### src/rtl/tpram_rd_seq_pkg.sv
// -----------------------------------------------------------------------------
// tpram_rd_pkg
// Shared types and constants for the TPRAM read-side streaming sequencer.
//   rd_state_t     : sequencer FSM states (IDLE, RUN, DRAIN)
//   FIFO_DEPTH     : depth of the {last, data} return buffer
//   FIFO_CNT_W     : width of the buffer occupancy count
//   WORD_OFS_MASK  : byte-offset bits of a 32-bit word address, cleared on use
// -----------------------------------------------------------------------------
package tpram_rd_pkg;

    typedef enum logic [1:0] {
        ST_IDLE  = 2'd0,
        ST_RUN   = 2'd1,
        ST_DRAIN = 2'd2
    } rd_state_t;

    localparam int FIFO_DEPTH = 2;
    localparam int FIFO_CNT_W = 2;

    // Low address bits that select a byte inside a 32-bit word.
    localparam logic [1:0] WORD_OFS_MASK = 2'b11;

endpackage

### src/rtl/tpram_rd_seq_if.sv
// -----------------------------------------------------------------------------
// tpram_rd_seq_if
// Valid/ready stream carrying TPRAM read words to the math block.
//   m_valid : word available (held until accepted)
//   m_data  : DATA_W-bit word
//   m_last  : final word of the transfer
//   m_ready : consumer accepts the word this cycle
// Modports: master (sequencer side), slave (math-block side).
// -----------------------------------------------------------------------------
interface tpram_rd_seq_if #(
    parameter int DATA_W = 32
);
    logic              m_valid;
    logic [DATA_W-1:0] m_data;
    logic              m_last;
    logic              m_ready;

    modport master (output m_valid, output m_data, output m_last, input m_ready);
    modport slave  (input m_valid, input m_data, input m_last, output m_ready);
endinterface

### src/rtl/tpram_rd_seq_fifo2.sv
// -----------------------------------------------------------------------------
// tpram_rd_fifo2
// Two-entry {last, data} FIFO. The head entry lives in registers that drive
// the stream outputs directly, so nothing downstream sees combinational paths.
//   EFPGA_TPRAM_R_CLK : clock
//   r_addr_ff_rstn    : asynchronous active-low reset
//   flush             : synchronous empty (contents discarded)
//   push/push_last/push_data : write port (caller guarantees room)
//   pop               : remove head (caller only pops when out_valid)
//   cnt               : current occupancy
//   out_valid/out_data/out_last : registered head entry
// -----------------------------------------------------------------------------
module tpram_rd_fifo2
    import tpram_rd_pkg::*;
#(
    parameter int DATA_W = 32
) (
    input  logic                  EFPGA_TPRAM_R_CLK,
    input  logic                  r_addr_ff_rstn,
    input  logic                  flush,
    input  logic                  push,
    input  logic                  push_last,
    input  logic [DATA_W-1:0]     push_data,
    input  logic                  pop,
    output logic [FIFO_CNT_W-1:0] cnt,
    output logic                  out_valid,
    output logic [DATA_W-1:0]     out_data,
    output logic                  out_last
);

    localparam logic [FIFO_CNT_W-1:0] CNT_EMPTY = '0;
    localparam logic [FIFO_CNT_W-1:0] CNT_ONE   = FIFO_CNT_W'(1);
    localparam logic [FIFO_CNT_W-1:0] CNT_FULL  = FIFO_CNT_W'(FIFO_DEPTH);

    logic [FIFO_CNT_W-1:0] r_cnt;
    logic                  r_valid;
    logic                  r_head_last;
    logic [DATA_W-1:0]     r_head_data;
    logic                  r_tail_last;
    logic [DATA_W-1:0]     r_tail_data;

    logic                  w_head_from_in;
    logic                  w_head_from_tail;
    logic                  w_tail_from_in;
    logic [FIFO_CNT_W-1:0] w_cnt_next;

    always_comb begin
        // Incoming word goes straight to the head when the head is free
        // (empty, or being popped with nothing behind it).
        w_head_from_in   = push && ((r_cnt == CNT_EMPTY) || ((r_cnt == CNT_ONE) && pop));
        w_head_from_tail = pop && (r_cnt == CNT_FULL);
        w_tail_from_in   = push && (((r_cnt == CNT_ONE) && !pop) || ((r_cnt == CNT_FULL) && pop));
        w_cnt_next       = r_cnt + FIFO_CNT_W'(push) - FIFO_CNT_W'(pop);
    end

    always_ff @(posedge EFPGA_TPRAM_R_CLK or negedge r_addr_ff_rstn) begin
        if (!r_addr_ff_rstn) begin
            r_cnt       <= CNT_EMPTY;
            r_valid     <= 1'b0;
            r_head_last <= 1'b0;
            r_head_data <= '0;
            r_tail_last <= 1'b0;
            r_tail_data <= '0;
        end else if (flush) begin
            r_cnt   <= CNT_EMPTY;
            r_valid <= 1'b0;
        end else begin
            r_cnt   <= w_cnt_next;
            r_valid <= (w_cnt_next != CNT_EMPTY);
            if (w_head_from_in) begin
                r_head_last <= push_last;
                r_head_data <= push_data;
            end else if (w_head_from_tail) begin
                r_head_last <= r_tail_last;
                r_head_data <= r_tail_data;
            end
            if (w_tail_from_in) begin
                r_tail_last <= push_last;
                r_tail_data <= push_data;
            end
        end
    end

    assign cnt       = r_cnt;
    assign out_valid = r_valid;
    assign out_data  = r_head_data;
    assign out_last  = r_head_last;

endmodule

### src/rtl/tpram_rd_seq.sv
// -----------------------------------------------------------------------------
// tpram_rd_seq
// Read-side streaming sequencer for the 512x64 math-unit TPRAM. Walks a
// strided word-address sequence on the TPRAM read port, captures each word
// one cycle after its address was sampled, and hands the words to the math
// block as a valid/ready stream with a last flag.
//   EFPGA_TPRAM_R_CLK : clock
//   r_addr_ff_rstn    : asynchronous active-low reset
//   start             : transfer request, honoured only in IDLE
//   abort             : synchronous flush back to IDLE (no done)
//   base_addr/stride  : first byte address / byte increment (word aligned)
//   count             : number of words (0 completes immediately)
//   tpram_rdata       : TPRAM read data (TPRAM_MATHB_R_DATA)
//   tpram_raddr       : registered TPRAM read address (EFPGA_TPRAM_R_ADDR)
//   m_if              : output stream (master side)
//   busy              : transfer in progress (RUN or DRAIN)
//   done              : one-cycle pulse after the last word is accepted
// -----------------------------------------------------------------------------
module tpram_rd_seq
    import tpram_rd_pkg::*;
#(
    parameter int ADDR_W = 12,
    parameter int DATA_W = 32,
    parameter int CNT_W  = 11
) (
    input  logic              EFPGA_TPRAM_R_CLK,
    input  logic              r_addr_ff_rstn,
    input  logic              start,
    input  logic              abort,
    input  logic [ADDR_W-1:0] base_addr,
    input  logic [ADDR_W-1:0] stride,
    input  logic [CNT_W-1:0]  count,
    input  logic [DATA_W-1:0] tpram_rdata,
    output logic [ADDR_W-1:0] tpram_raddr,
    tpram_rd_seq_if.master    m_if,
    output logic              busy,
    output logic              done
);

    localparam logic [ADDR_W-1:0]     ALIGN_MASK = ~ADDR_W'(WORD_OFS_MASK);
    localparam logic [FIFO_CNT_W-1:0] CNT_FULL   = FIFO_CNT_W'(FIFO_DEPTH);
    localparam logic [CNT_W-1:0]      CNT_ONE    = CNT_W'(1);

    rd_state_t         r_state,  w_state_next;
    logic [ADDR_W-1:0] r_raddr,  w_raddr_next;
    logic [ADDR_W-1:0] r_stride, w_stride_next;
    logic [CNT_W-1:0]  r_rem,    w_rem_next;
    // r_issued: tpram_raddr was loaded at the last edge; its word appears on
    // tpram_rdata next cycle.
    logic              r_issued, w_issued_next;
    logic              r_issued_last, w_issued_last_next;
    // r_inflight: tpram_rdata carries a word that has not been captured yet.
    logic              r_inflight, w_inflight_next;
    logic              r_inflight_last, w_inflight_last_next;
    logic              r_done, w_done_next;

    logic [FIFO_CNT_W-1:0] w_fifo_cnt;
    logic                  w_fifo_valid;
    logic [DATA_W-1:0]     w_fifo_data;
    logic                  w_fifo_last;
    logic                  w_pop;
    logic                  w_capture;
    logic [2:0]            w_occ;
    logic                  w_room;

    always_comb begin
        w_pop  = w_fifo_valid & m_if.m_ready;
        w_occ  = 3'(w_fifo_cnt) + 3'(r_inflight) - 3'(w_pop);
        // Issuing now puts a word on tpram_rdata two cycles from now; it must
        // be capturable then even with no further pops, hence occupancy <= 1.
        w_room = (w_occ < 3'd2);
        // With no issue at the last edge the address has been held, so an
        // uncaptured word stays on tpram_rdata and capture may wait for room.
        w_capture = r_inflight && ((w_fifo_cnt < CNT_FULL) || w_pop) && !abort;
    end

    always_comb begin
        w_state_next         = r_state;
        w_raddr_next         = r_raddr;
        w_stride_next        = r_stride;
        w_rem_next           = r_rem;
        w_issued_next        = 1'b0;
        w_issued_last_next   = 1'b0;
        w_inflight_next      = r_inflight;
        w_inflight_last_next = r_inflight_last;
        w_done_next          = 1'b0;

        unique case (r_state)
            ST_IDLE: begin
                if (start) begin
                    if (count != '0) begin
                        w_raddr_next       = base_addr & ALIGN_MASK;
                        w_stride_next      = stride & ALIGN_MASK;
                        w_rem_next         = count - CNT_ONE;
                        w_issued_next      = 1'b1;
                        w_issued_last_next = (count == CNT_ONE);
                        w_state_next       = ST_RUN;
                    end else begin
                        w_done_next = 1'b1;
                    end
                end
            end
            ST_RUN: begin
                if (r_rem == '0) begin
                    w_state_next = ST_DRAIN;
                end else if (w_room) begin
                    w_raddr_next       = r_raddr + r_stride;
                    w_rem_next         = r_rem - CNT_ONE;
                    w_issued_next      = 1'b1;
                    w_issued_last_next = (r_rem == CNT_ONE);
                end
            end
            ST_DRAIN: begin
                if (w_pop && w_fifo_last) begin
                    w_done_next  = 1'b1;
                    w_state_next = ST_IDLE;
                end
            end
            default: begin
                w_state_next = ST_IDLE;
            end
        endcase

        if (r_issued) begin
            w_inflight_next      = 1'b1;
            w_inflight_last_next = r_issued_last;
        end else if (w_capture) begin
            w_inflight_next      = 1'b0;
            w_inflight_last_next = 1'b0;
        end

        // Abort overrides everything; the address is deliberately left alone.
        if (abort) begin
            w_state_next         = ST_IDLE;
            w_raddr_next         = r_raddr;
            w_stride_next        = r_stride;
            w_rem_next           = r_rem;
            w_issued_next        = 1'b0;
            w_issued_last_next   = 1'b0;
            w_inflight_next      = 1'b0;
            w_inflight_last_next = 1'b0;
            w_done_next          = 1'b0;
        end
    end

    always_ff @(posedge EFPGA_TPRAM_R_CLK or negedge r_addr_ff_rstn) begin
        if (!r_addr_ff_rstn) begin
            r_state         <= ST_IDLE;
            r_raddr         <= '0;
            r_stride        <= '0;
            r_rem           <= '0;
            r_issued        <= 1'b0;
            r_issued_last   <= 1'b0;
            r_inflight      <= 1'b0;
            r_inflight_last <= 1'b0;
            r_done          <= 1'b0;
        end else begin
            r_state         <= w_state_next;
            r_raddr         <= w_raddr_next;
            r_stride        <= w_stride_next;
            r_rem           <= w_rem_next;
            r_issued        <= w_issued_next;
            r_issued_last   <= w_issued_last_next;
            r_inflight      <= w_inflight_next;
            r_inflight_last <= w_inflight_last_next;
            r_done          <= w_done_next;
        end
    end

    tpram_rd_fifo2 #(
        .DATA_W (DATA_W)
    ) u_fifo (
        .EFPGA_TPRAM_R_CLK (EFPGA_TPRAM_R_CLK),
        .r_addr_ff_rstn    (r_addr_ff_rstn),
        .flush             (abort),
        .push              (w_capture),
        .push_last         (r_inflight_last),
        .push_data         (tpram_rdata),
        .pop               (w_pop),
        .cnt               (w_fifo_cnt),
        .out_valid         (w_fifo_valid),
        .out_data          (w_fifo_data),
        .out_last          (w_fifo_last)
    );

    assign tpram_raddr  = r_raddr;
    assign m_if.m_valid = w_fifo_valid;
    assign m_if.m_data  = w_fifo_data;
    assign m_if.m_last  = w_fifo_last;
    assign busy         = (r_state != ST_IDLE);
    assign done         = r_done;

endmodule

### src/flat_wrapper.sv
// flat-port wrapper written by rule: the top's interface ports become plain ports
module tpram_rd_seq_flat import tpram_rd_pkg::*;
#(
    parameter int ADDR_W = 12,
    parameter int DATA_W = 32,
    parameter int CNT_W  = 11
)
  (EFPGA_TPRAM_R_CLK, r_addr_ff_rstn, start, abort, base_addr, stride, count, tpram_rdata, tpram_raddr, busy, done, m_if_m_valid, m_if_m_data, m_if_m_last, m_if_m_ready);
  tpram_rd_seq_if #(.DATA_W(DATA_W)) m_if_i ();
  input  logic EFPGA_TPRAM_R_CLK;
  input  logic r_addr_ff_rstn;
  input  logic start;
  input  logic abort;
  input  logic [ADDR_W-1:0] base_addr;
  input  logic [ADDR_W-1:0] stride;
  input  logic [CNT_W-1:0] count;
  input  logic [DATA_W-1:0] tpram_rdata;
  output logic [ADDR_W-1:0] tpram_raddr;
  output logic busy;
  output logic done;
  output wire logic [$bits(m_if_i.m_valid)-1:0] m_if_m_valid;
  output wire logic [$bits(m_if_i.m_data)-1:0] m_if_m_data;
  output wire logic [$bits(m_if_i.m_last)-1:0] m_if_m_last;
  input wire logic [$bits(m_if_i.m_ready)-1:0] m_if_m_ready;
  assign m_if_m_valid = m_if_i.m_valid;
  assign m_if_m_data = m_if_i.m_data;
  assign m_if_m_last = m_if_i.m_last;
  assign m_if_i.m_ready = m_if_m_ready;
  tpram_rd_seq #(.ADDR_W(ADDR_W), .DATA_W(DATA_W), .CNT_W(CNT_W)) u_core (.EFPGA_TPRAM_R_CLK(EFPGA_TPRAM_R_CLK), .r_addr_ff_rstn(r_addr_ff_rstn), .start(start), .abort(abort), .base_addr(base_addr), .stride(stride), .count(count), .tpram_rdata(tpram_rdata), .tpram_raddr(tpram_raddr), .m_if(m_if_i), .busy(busy), .done(done));
endmodule
### config.mk
export PLATFORM = sky130hd
export DESIGN_NAME = tpram_rd_seq_flat
export DESIGN_NICKNAME = d
export VERILOG_FILES = /design/src/rtl/tpram_rd_seq_pkg.sv /design/src/rtl/tpram_rd_seq_if.sv /design/src/rtl/tpram_rd_seq_fifo2.sv /design/src/rtl/tpram_rd_seq.sv /design/src/flat_wrapper.sv
export SDC_FILE = /design/constraint.sdc
export NUM_CORES = 1
export LEC_CHECK = 0
export ABC_CLOCK_PERIOD_IN_PS = 3300
export CORE_MARGIN = 3
export CORE_UTILIZATION = 45
export CTS_CLUSTER_SIZE = 30
export DETAILED_ROUTE_END_ITERATION = 16
export PLACE_DENSITY = 0.8
export SLEW_MARGIN = 20
export SYNTH_ARGS = -nofsm -noshare
export SYNTH_HDL_FRONTEND = slang
export SYNTH_HIERARCHICAL = 1
export SYNTH_SLANG_ARGS = --single-unit
### constraint.sdc
create_clock -name EFPGA_TPRAM_R_CLK -period 3.3 [get_ports EFPGA_TPRAM_R_CLK]
set_input_delay 0.33 -clock EFPGA_TPRAM_R_CLK [delete_from_list [all_inputs] [get_ports EFPGA_TPRAM_R_CLK]]
set_output_delay 0.33 -clock EFPGA_TPRAM_R_CLK [all_outputs]
set_load 0.01 [all_outputs]
==> qor.csv <==
metric;value;unit
Top FF cell, synth;dfrtp_1;
first-pass GRT wire length;21.3;mm
Worst Hold Slack;22.6;ps
sequential cell area fraction in the yosys report;46.0;%
die height;120;µm
Fmax;393;MHz
vias per cell;5.42;
width of the die;120;µm
pwr dens;738;nW/µm²
Final GP Congestion;0.842;
CP cell instances;ha_1, fa_1, a21o_1, a211o_1, a2111oi_0, nor3_1, xnor2_1, o21ai_0;
skew final;7.18;ps
ANT nets after route;0;
fin. max-slew vios;0;
Synth Cell Area;5820;µm²
critical path launch point type;register;
Detailed Routing Iterations Pass 1;5;
setup bufs post-CTS;0;
Netlist cell types;59;
ys async rst share;100;%
die area;14300;µm²
worst path arrival time;2810;ps
leak pwr;3.51;nW
final hold vios;0;
Mapped Cells;472;
Post-CTS Resized;0;
status;finished clean;
routed wire length;12.9;mm
leading area contributor after synthesis;dfrtp_1;
top-area cell type share of the netlist area;46.0;%
worst-margin pin slew;710;ps
antenna diode count;0;
Hold Path Class;in2async;
total power;5.43;mW
ranking of synthesized cells by area;dfrtp_1 (46%), mux2_4 (16%), mux2_1 (6.4%), ha_1 (3.7%), mux2_2 (3.1%);
H-tree depth;3;
Initial Utilization;47.2;%
Clock Pin Slew Worst Setup and Hold Paths;70;ps
Std-Cell Rows;40;
num ports;120;
CP max stage delay;440;ps
DP Area;7090;µm²
worst setup path class;reg2reg;
gr ovfl total;0;
warnings from Yosys;6;
pin count of the biggest net entering global routing;55;
Fin Setup TNS;0;ps
cts hold-fix bufs;0;
CP max FO;3;
root buf cell;clkbuf_16;
post-synthesis register bit count;107;
Avg Inst Size Synth;12.3;µm²
max cap viols;0;
Routed wire per std cell;17.1;µm
drt drc;0;
post-DP HPWL;9.19;mm
RSZ-0062 raised after global routing;no;
post-layout minimum cycle time;2540;ps
maximum VDD drop;0.383;mV
max_slew headroom;52.6;%
layout cells sized above 1;19.3;%
vias;4089;
EDFF count, synth;0;
Worst path slowest cell;a2111oi_0;
type of destination of the critical path;register;
TritonCTS Buffers;9;
Final Cell Area;7370;µm²
worst skew pair latency;350;ps
CTS Buffer Depth;2;
fin nets;673;
Crit path required time;3570;ps
vias in the first global route;4294;
Setup violations, final;0;
TritonCTS clock tree;yes;
CTS sink count;107;
core footprint;12300;µm²
Iteration-0 DRC Markers;236;
port buffer count;113;
Area Overhead vs Synth;26.7;%
Tcrit/Tclk final;77.1;%
gr usage total;18.3;%
filler cell count;1010;
initial antenna violation count;0;
-- where the power goes --
group,internal (mW),switching (mW),total [mW]
clock,0.522,0.501,1.02
combinational,1.33,0.959,2.29
sequential,1.76,0.355,2.12
total,3.62,1.81,5.43
-- critical path: cells and delay by family, from the launching register on --
kind / cells / cell delay [ps]
AOI/OAI and AO/OA: 4 / 1100
and+or+nand+nor: 1 / 130
adders and majority gates: 2 / 680
xor gates and xnor gates: 1 / 140
DFF: 1 / 410
-- layer usage --
layer	wire length (µm)	global-route usage [%]	vias to the layer above
li1	-	-	1904
met1	5590	22.8	2026
met2	6370	31.4	143
met3	781	4.52	16
met4	192	5.44	0
met5	0	0	-
-- kinds of logic after synthesis --
logic type / synth area share [%]
adders and majority gates: 4.35
and+or+nand+nor: 9.81
buffers and inverters: 3.46
other: 0.0645
DFF: 46.0
xor gates and xnor gates: 2.71
muxes: 25.2
AOI/OAI and AO/OA: 8.33
-- area by class of cell --
| type | instances | area (µm²) | area share [%] |
|---|---|---|---|
| Inverter | 8 | 30.0 | 0.408 |
| Clock buffer | 10 | 229 | 3.11 |
| Sequential cell | 107 | 2680 | 36.3 |
| Multi-Input combinational cell | 335 | 2940 | 40.0 |
| Timing Repair Buffer | 121 | 1230 | 16.6 |
| Tap cell | 168 | 210 | 2.85 |
| Clock inverter | 6 | 50.0 | 0.679 |
-- stage by stage --
| step | instances | util, % | setup slack (ps) |
|---|---|---|---|
| 3_3_place_gp | 739 | 57.6 | 511 |
| 4_1_cts | 755 | 59.8 | 760 |
| 3_5_place_dp | 739 | 57.6 | 419 |
| 6_report | 755 | 59.8 | 756 |
| 2_1_floorplan | 473 | - | 969 |
| 5_1_grt | 755 | 59.8 | 539 |
-- cells in the final DEF, fill, tap and decap left out, types with 5 or more instances in the layout --
cell type        instances
inv_1                    8
buf_4                    6
nand2_1                 34
a31oi_1                  8
nand3_1                  5
xor2_1                  10
mux2_1                  33
clkdlybuf4s50_1        112
nor3_1                   9
ha_1                    17
mux2_2                  16
o21ai_0                 17
nor4_1                   5
nand2b_1                 9
nor2_1                  20
mux2_4                  61
xnor2_1                  8
a21oi_1                 27
dfrtp_1                107
clkbuf_16                9
-- registers in the layout (all words and copies together), names as in the netlist, 2 cells and up --
name                       cells
u_core/r_rem                  11
u_core/u_fifo/r_tail_data     32
u_core/u_fifo/cnt              2
u_core/u_fifo/out_data        32
u_core/r_stride               10
u_core/tpram_raddr            10
u_core/r_state                 2
-- Yosys cell counts, types with 3 or more instances --
library cell	instances
dfrtp_1	107
mux2_4	61
nand2_1	34
mux2_1	33
a21oi_1	27
nor2_1	20
ha_1	17
o21ai_0	17
mux2_2	16
xor2_1	10
nand2b_1	9
nor3_1	9
a31oi_1	8
buf_6	8
inv_1	8
xnor2_1	8
clkbuf_1	7
buf_4	6
nand3_1	5
nor4_1	5
a21o_1	4
or3_1	4
nor2b_1	3
o21ai_1	3
o22ai_1	3
-- final timing paths --
kind                                           startpoint                            end  slack, ps  depth (start not counted)
min                                        r_addr_ff_rstn  u_core/u_fifo/r_tail_data[13]         20                          1
min in group EFPGA_TPRAM_R_CLK  u_core/u_fifo/r_tail_last      u_core/u_fifo/r_tail_last        500                          1
max                                 u_core/tpram_raddr[2]         u_core/tpram_raddr[10]        760                          8
max in group asynchronous                  r_addr_ff_rstn             u_core/r_stride[9]       2540                          2
max reg2reg                         u_core/tpram_raddr[2]         u_core/tpram_raddr[10]        760                          8
min reg2reg                     u_core/u_fifo/r_tail_last      u_core/u_fifo/r_tail_last        500                          1
No activity file was read; power rests on OpenSTA's default activity.
